$ cat config.mk
export PLATFORM = sky130hd
export DESIGN_NAME = load_store_unit
export DESIGN_NICKNAME = d
export VERILOG_FILES = /design/src/rtl/lsu_pkg.sv /design/src/rtl/lsu_lane_align.sv /design/src/rtl/load_store_unit.sv
export SDC_FILE = /design/constraint.sdc
export NUM_CORES = 1
export LEC_CHECK = 0
export CAP_MARGIN = 20
export CELL_PAD_IN_SITES_DETAIL_PLACEMENT = 0
export CELL_PAD_IN_SITES_GLOBAL_PLACEMENT = 1
export CORE_ASPECT_RATIO = 1.4
export CORE_MARGIN = 4
export CORE_UTILIZATION = 30
export DETAILED_ROUTE_END_ITERATION = 8
export PLACE_DENSITY_LB_ADDON = 0.1
export SYNTH_ARGS = -nofsm -noshare
export SYNTH_HDL_FRONTEND = slang
export SYNTH_HIERARCHICAL = 1
export SYNTH_SLANG_ARGS = --single-unit
$ cat constraint.sdc
create_clock -name clk -period 3.8 [get_ports clk]
set_input_delay 0.57 -clock clk [delete_from_list [all_inputs] [get_ports clk]]
set_output_delay 0.57 -clock clk [all_outputs]
set_load 0.01 [all_outputs]
$ cat src/rtl/lsu_pkg.sv
// Shared encodings for the load/store unit: access sizes, FSM states, data width.
// Also holds the alignment check used at request acceptance.
package lsu_pkg;

    localparam int DATA_W = 32;

    localparam logic [1:0] SIZE_BYTE = 2'b00;
    localparam logic [1:0] SIZE_HALF = 2'b01;
    localparam logic [1:0] SIZE_WORD = 2'b10;
    localparam logic [1:0] SIZE_ILL  = 2'b11;

    typedef enum logic [1:0] {
        IDLE  = 2'd0,
        READ  = 2'd1,
        WRITE = 2'd2,
        RESP  = 2'd3
    } lsu_state_e;

    // Illegal size, or an access not naturally aligned to its size.
    function automatic logic req_is_err(input logic [1:0] size, input logic [1:0] offset);
        return (size == SIZE_ILL) ||
               ((size == SIZE_HALF) && offset[0]) ||
               ((size == SIZE_WORD) && (offset != 2'b00));
    endfunction

endpackage

$ cat src/rtl/lsu_lane_align.sv
// Lane steering for the LSU: extracts and extends load data, merges store data into a word.
// Purely combinational.
module lsu_lane_align
    import lsu_pkg::*;
(
    input  logic [1:0]        size,
    input  logic [1:0]        offset,
    input  logic              is_unsigned,
    input  logic [DATA_W-1:0] mem_word,
    input  logic [DATA_W-1:0] st_data,
    output logic [DATA_W-1:0] ld_data,
    output logic [DATA_W-1:0] merged
);

    logic [7:0]  byte_sel;
    logic [15:0] half_sel;

    always_comb begin
        byte_sel = mem_word[{offset, 3'b000} +: 8];
        half_sel = mem_word[{offset[1], 4'b0000} +: 16];
        ld_data  = mem_word;
        merged   = st_data;
        case (size)
            SIZE_BYTE: begin
                ld_data = {{24{~is_unsigned & byte_sel[7]}}, byte_sel};
                merged  = mem_word;
                merged[{offset, 3'b000} +: 8] = st_data[7:0];
            end
            SIZE_HALF: begin
                ld_data = {{16{~is_unsigned & half_sel[15]}}, half_sel};
                merged  = mem_word;
                merged[{offset[1], 4'b0000} +: 16] = st_data[15:0];
            end
            default: begin
                ld_data = mem_word;
                merged  = st_data;
            end
        endcase
    end

endmodule

$ cat src/rtl/load_store_unit.sv
// Load/store unit: one outstanding request, sub-word stores done as read-modify-write.
// Latency: error 1, load/word store 2, byte/half store 3 cycles after acceptance.
// Backpressure: req_ready only in IDLE; responses are a single unstalled pulse.
module load_store_unit
    import lsu_pkg::*;
(
    input  logic              clk,
    input  logic              rst_n,
    input  logic              req_valid,
    output logic              req_ready,
    input  logic              req_write,
    input  logic [1:0]        req_size,
    input  logic              req_unsigned,
    input  logic [31:0]       req_addr,
    input  logic [31:0]       req_wdata,
    output logic              resp_valid,
    output logic [31:0]       resp_rdata,
    output logic              resp_error,
    output logic              MemWrite,
    output logic              MemRead,
    output logic [31:0]       mem_address,
    output logic [31:0]       mem_write_data,
    input  logic [31:0]       mem_read_data
);

    lsu_state_e        state_q, state_d;
    logic [1:0]        size_q, size_d;
    logic [31:0]       addr_q, addr_d;
    logic [31:0]       wdata_q, wdata_d;
    logic              write_q, write_d;
    logic              unsigned_q, unsigned_d;
    logic              err_q, err_d;
    logic [DATA_W-1:0] buf_q, buf_d;

    logic              accept;
    logic              req_err;
    logic [DATA_W-1:0] ld_word;
    logic [DATA_W-1:0] st_word;

    assign accept  = (state_q == IDLE) && req_valid;
    assign req_err = req_is_err(req_size, req_addr[1:0]);

    lsu_lane_align u_align (
        .size        (size_q),
        .offset      (addr_q[1:0]),
        .is_unsigned (unsigned_q),
        .mem_word    (buf_q),
        .st_data     (wdata_q),
        .ld_data     (ld_word),
        .merged      (st_word)
    );

    always_ff @(posedge clk or negedge rst_n) begin
        if (!rst_n) begin
            state_q    <= IDLE;
            size_q     <= 2'b00;
            addr_q     <= 32'd0;
            wdata_q    <= 32'd0;
            write_q    <= 1'b0;
            unsigned_q <= 1'b0;
            err_q      <= 1'b0;
            buf_q      <= '0;
        end else begin
            state_q    <= state_d;
            size_q     <= size_d;
            addr_q     <= addr_d;
            wdata_q    <= wdata_d;
            write_q    <= write_d;
            unsigned_q <= unsigned_d;
            err_q      <= err_d;
            buf_q      <= buf_d;
        end
    end

    always_comb begin
        state_d = state_q;
        case (state_q)
            IDLE: begin
                if (req_valid) begin
                    if (req_err)
                        state_d = RESP;
                    else if (req_write && (req_size == SIZE_WORD))
                        state_d = WRITE;
                    else
                        state_d = READ;
                end
            end
            // Stores only pass through READ when they need the old word to merge into.
            READ:    state_d = write_q ? WRITE : RESP;
            WRITE:   state_d = RESP;
            RESP:    state_d = IDLE;
            default: state_d = IDLE;
        endcase
    end

    always_comb begin
        size_d     = accept ? req_size     : size_q;
        addr_d     = accept ? req_addr     : addr_q;
        wdata_d    = accept ? req_wdata    : wdata_q;
        write_d    = accept ? req_write    : write_q;
        unsigned_d = accept ? req_unsigned : unsigned_q;
        err_d      = accept ? req_err      : err_q;
        buf_d      = (state_q == READ) ? mem_read_data : buf_q;
    end

    always_comb begin
        req_ready      = (state_q == IDLE);
        MemRead        = (state_q == READ);
        MemWrite       = (state_q == WRITE);
        mem_address    = 32'd0;
        mem_write_data = 32'd0;
        resp_valid     = (state_q == RESP);
        resp_error     = (state_q == RESP) && err_q;
        resp_rdata     = 32'd0;
        if ((state_q == READ) || (state_q == WRITE))
            mem_address = {addr_q[31:2], 2'b00};
        if (state_q == WRITE)
            mem_write_data = st_word;
        if ((state_q == RESP) && !write_q && !err_q)
            resp_rdata = ld_word;
    end

endmodule

==> reports/metrics.cfg <==
[timing]
drv_slew = 0
worst_slew_pin_slew_ps = 1010
period_minus_slack_ps = 3600
finalHoldViolCount = 0
max_clock_freq_mhz = 278
finalCritPeriodShare_pct = 94.7
maxSlewHeadroom_pct = 32.7
holdWs_ps = 312
finalSetupViolCount = 0
clock_skew_ps = 9.21

[grt]
antenna_found_initial = 0
grt-ovfl-total = 0
first_global_vias = 5999
grt_pass1_wl_um = 34400
grt.total_usage_pct = 17.8
grt_max_degree = 80

[clocking]
clockRootBuffer = clkbuf_16
clk_pin_slew_ps = 80
cts_tree = yes
htree_levels = 3
cts_hold_buf = 0
numCtsBuffers = 9
tritoncts_num_sinks = 103
insertion_delay_ps = 360
clockBufferDepth = 2

[pwr]
powerDensity_nw_per_um2 = 918
p_total_mw = 8.41
p_sw_mw = 3.55
pwr-share-clk_pct = 10.8
internal_power_mw = 4.86
leakagePower_nw = 3.74
vdd_drop_max_mv = 0.457
pwr-share-seq_pct = 28.3
switching_share_pct = 42.2
combPwrFrac_pct = 60.9

[place]
gp_congestion = 0.830
hpwl_um = 16700
port_buffers = 201

[critical_path]
worstSetupStartpointType = register
cp.required_ps = 3230
worstSetupPathType = reg2out
r2r-start = state_q[1]$_DFFE_PN0P_
critPathArrivalTime_ps = 3030
worstSetupEndpointType = primary output
crit_slowest_cell = clkdlybuf4s50_1
critical_path.top_delay_family = buffers and inverters
critPathMaxStageDelay_ps = 480
cp_max_fo = 13
cp_common_cell = buf_4
startpoint = addr_q[1]$_DFFE_PN0P_
worst-path-buf-inv = 5
worstPathCellList = buf_4 -> inv_1 -> buf_4 -> ha_1 -> nor4bb_4 -> buf_4 -> a21oi_1 -> nor2_1 -> a221o_1 -> and2_1 -> clkdlybuf4s50_1

[route]
via_per_inst = 4.93
num_vias = 5566
detail-route-antenna-nets = 0
drt_iter0_markers = 409
wl_per_cell_um = 19.6
wirelength_um = 22100
drc_errors = 0
dr.pass1.iters = 5

[logic_synthesis]
ys_ff_latch = 103
synth_most_common_cell = dfrtp_1
synth-edff-count = 0
netlist_instances = 652
async_flop_share_pct = 100
synth_top_cell_area_share_pct = 39.2
synth_ff_type = dfrtp_1
yosysWarnings = 6
synth_top_cell_by_area = dfrtp_1
ys_seq_area_share_pct = 39.2
yosys-top-cells-count = 103 x dfrtp_1, 98 x mux2_2, 95 x and2_1
synthTopCellsByArea = dfrtp_1 39%, mux2_2 17%, and2_1 9.0%, nand2_1 3.9%, nor2b_1 2.7%
syn_area_per_cell_um2 = 10.1
yosysUniqueCellTypes = 50
synth_area_um2 = 6580

[cells_and_area]
fin_nets = 944
synthToLayoutAreaGrowth_pct = 39.4
drive_above_1_share_pct = 19.5
diodes = 0
fill_cells = 2143

[die]
die_area_um2 = 24400
core_region_area_um2 = 21400
die_width_um = 133
start_util_pct = 30.8
die_h_um = 183
rows = 63
io_pins = 204

[worst_hold_path]
min_path_type = in2async

[status]
status = completed

[job]
drv_cap = 0

cell type report:
type,instances,area (µm²),share of cell area (%)
multi-input cells,486,3740,40.8
flip-flops and latches,103,2580,28.2
repair buffers,218,2150,23.5
well taps,292,365,3.99
clock buffers,10,229,2.50
clock inverters,6,55.1,0.601
inverters,13,48.8,0.532
stage by stage:
step | instances | instance area [µm²] | TNS [ps] | worst slack (ps) | utilization, %
2_1_floorplan | 653 | 6580 | 0 | 920 | -
6_report | 1128 | 9170 | 0 | 202 | 42.9
3_3_place_gp | 1111 | 8840 | 0 | 498 | 41.4
3_5_place_dp | 1111 | 8840 | 0 | 441 | 41.4
4_1_cts | 1127 | 9130 | 0 | 36.1 | 42.7
5_1_grt | 1128 | 9170 | -8.81 | -8.81 | 42.9
logic make-up (layout without fill, tap and decap cells):
kind of cell | count (synthesis) | count (layout) | synth area share [%]
flip-flops | 103 | 103 | 39.2
AND/OR/NAND/NOR | 228 | 228 | 19.2
AO/OA/AOI/OAI | 128 | 128 | 14.6
buffers and inverters | 64 | 247 | 4.53
multiplexers | 118 | 118 | 20.6
other | 1 | 2 | 0.0570
adder cells (fa/ha/maj) | 10 | 10 | 1.90
state kept, by name (all words and copies together), names as in the netlist:
| name | count |
|---|---|
| addr_q | 32 |
| buf_q | 32 |
| err_q | 1 |
| size_q | 2 |
| state_q | 2 |
| unsigned_q | 1 |
| wdata_q | 32 |
| write_q | 1 |
power by group through the flow:
stage | clock network (mW) | registers [mW] | logic [mW]
finish | 0.911 | 2.38 | 5.12
global placement | 0 | 2.38 | 5.08
floorplan | 0 | 2.04 | 3.34
CTS | 0.954 | 2.38 | 5.15
detailed placement | 0 | 2.40 | 5.11
global route | 0.997 | 2.47 | 5.59
worst paths after layout:
path	endpoint	cells past startpoint	slack, ps
setup / recovery	mem_write_data[4]	11	200
hold / removal	addr_q[7]$_DFFE_PN0P_	1	310
setup reg to reg	wdata_q[5]$_DFFE_PN0P_	4	1720
hold reg to reg	addr_q[12]$_DFFE_PN0P_	1	500
max in group asynchronous	addr_q[25]$_DFFE_PN0P_	2	2630
min in group clk	addr_q[12]$_DFFE_PN0P_	1	500
metal layers:
layer / wire [µm] / part of all wire (%) / global-route usage (%)
met2: 11400 / 52 / 31.6
met3: 1460 / 6.6 / 4.47
met4: 384 / 1.7 / 5.02
met1: 8860 / 40 / 21.4
met5: 0 / 0 / 0
layout by cell type, fill, tap and decap left out, types with 14 or more instances in the layout:
master           count
a21oi_1             22
a221o_1             14
and2_1              95
buf_4               17
clkdlybuf4s50_1    200
dfrtp_1            101
mux2_2              98
nand2_1             69
nor2b_1             28
o21ai_0             23
what timing repair did:
item,4_1_cts,5_1_grt
setup endpoints to repair,0,31
setup buffers,0,1
resized for setup,0,6
(Power assumes the default switching activity.)
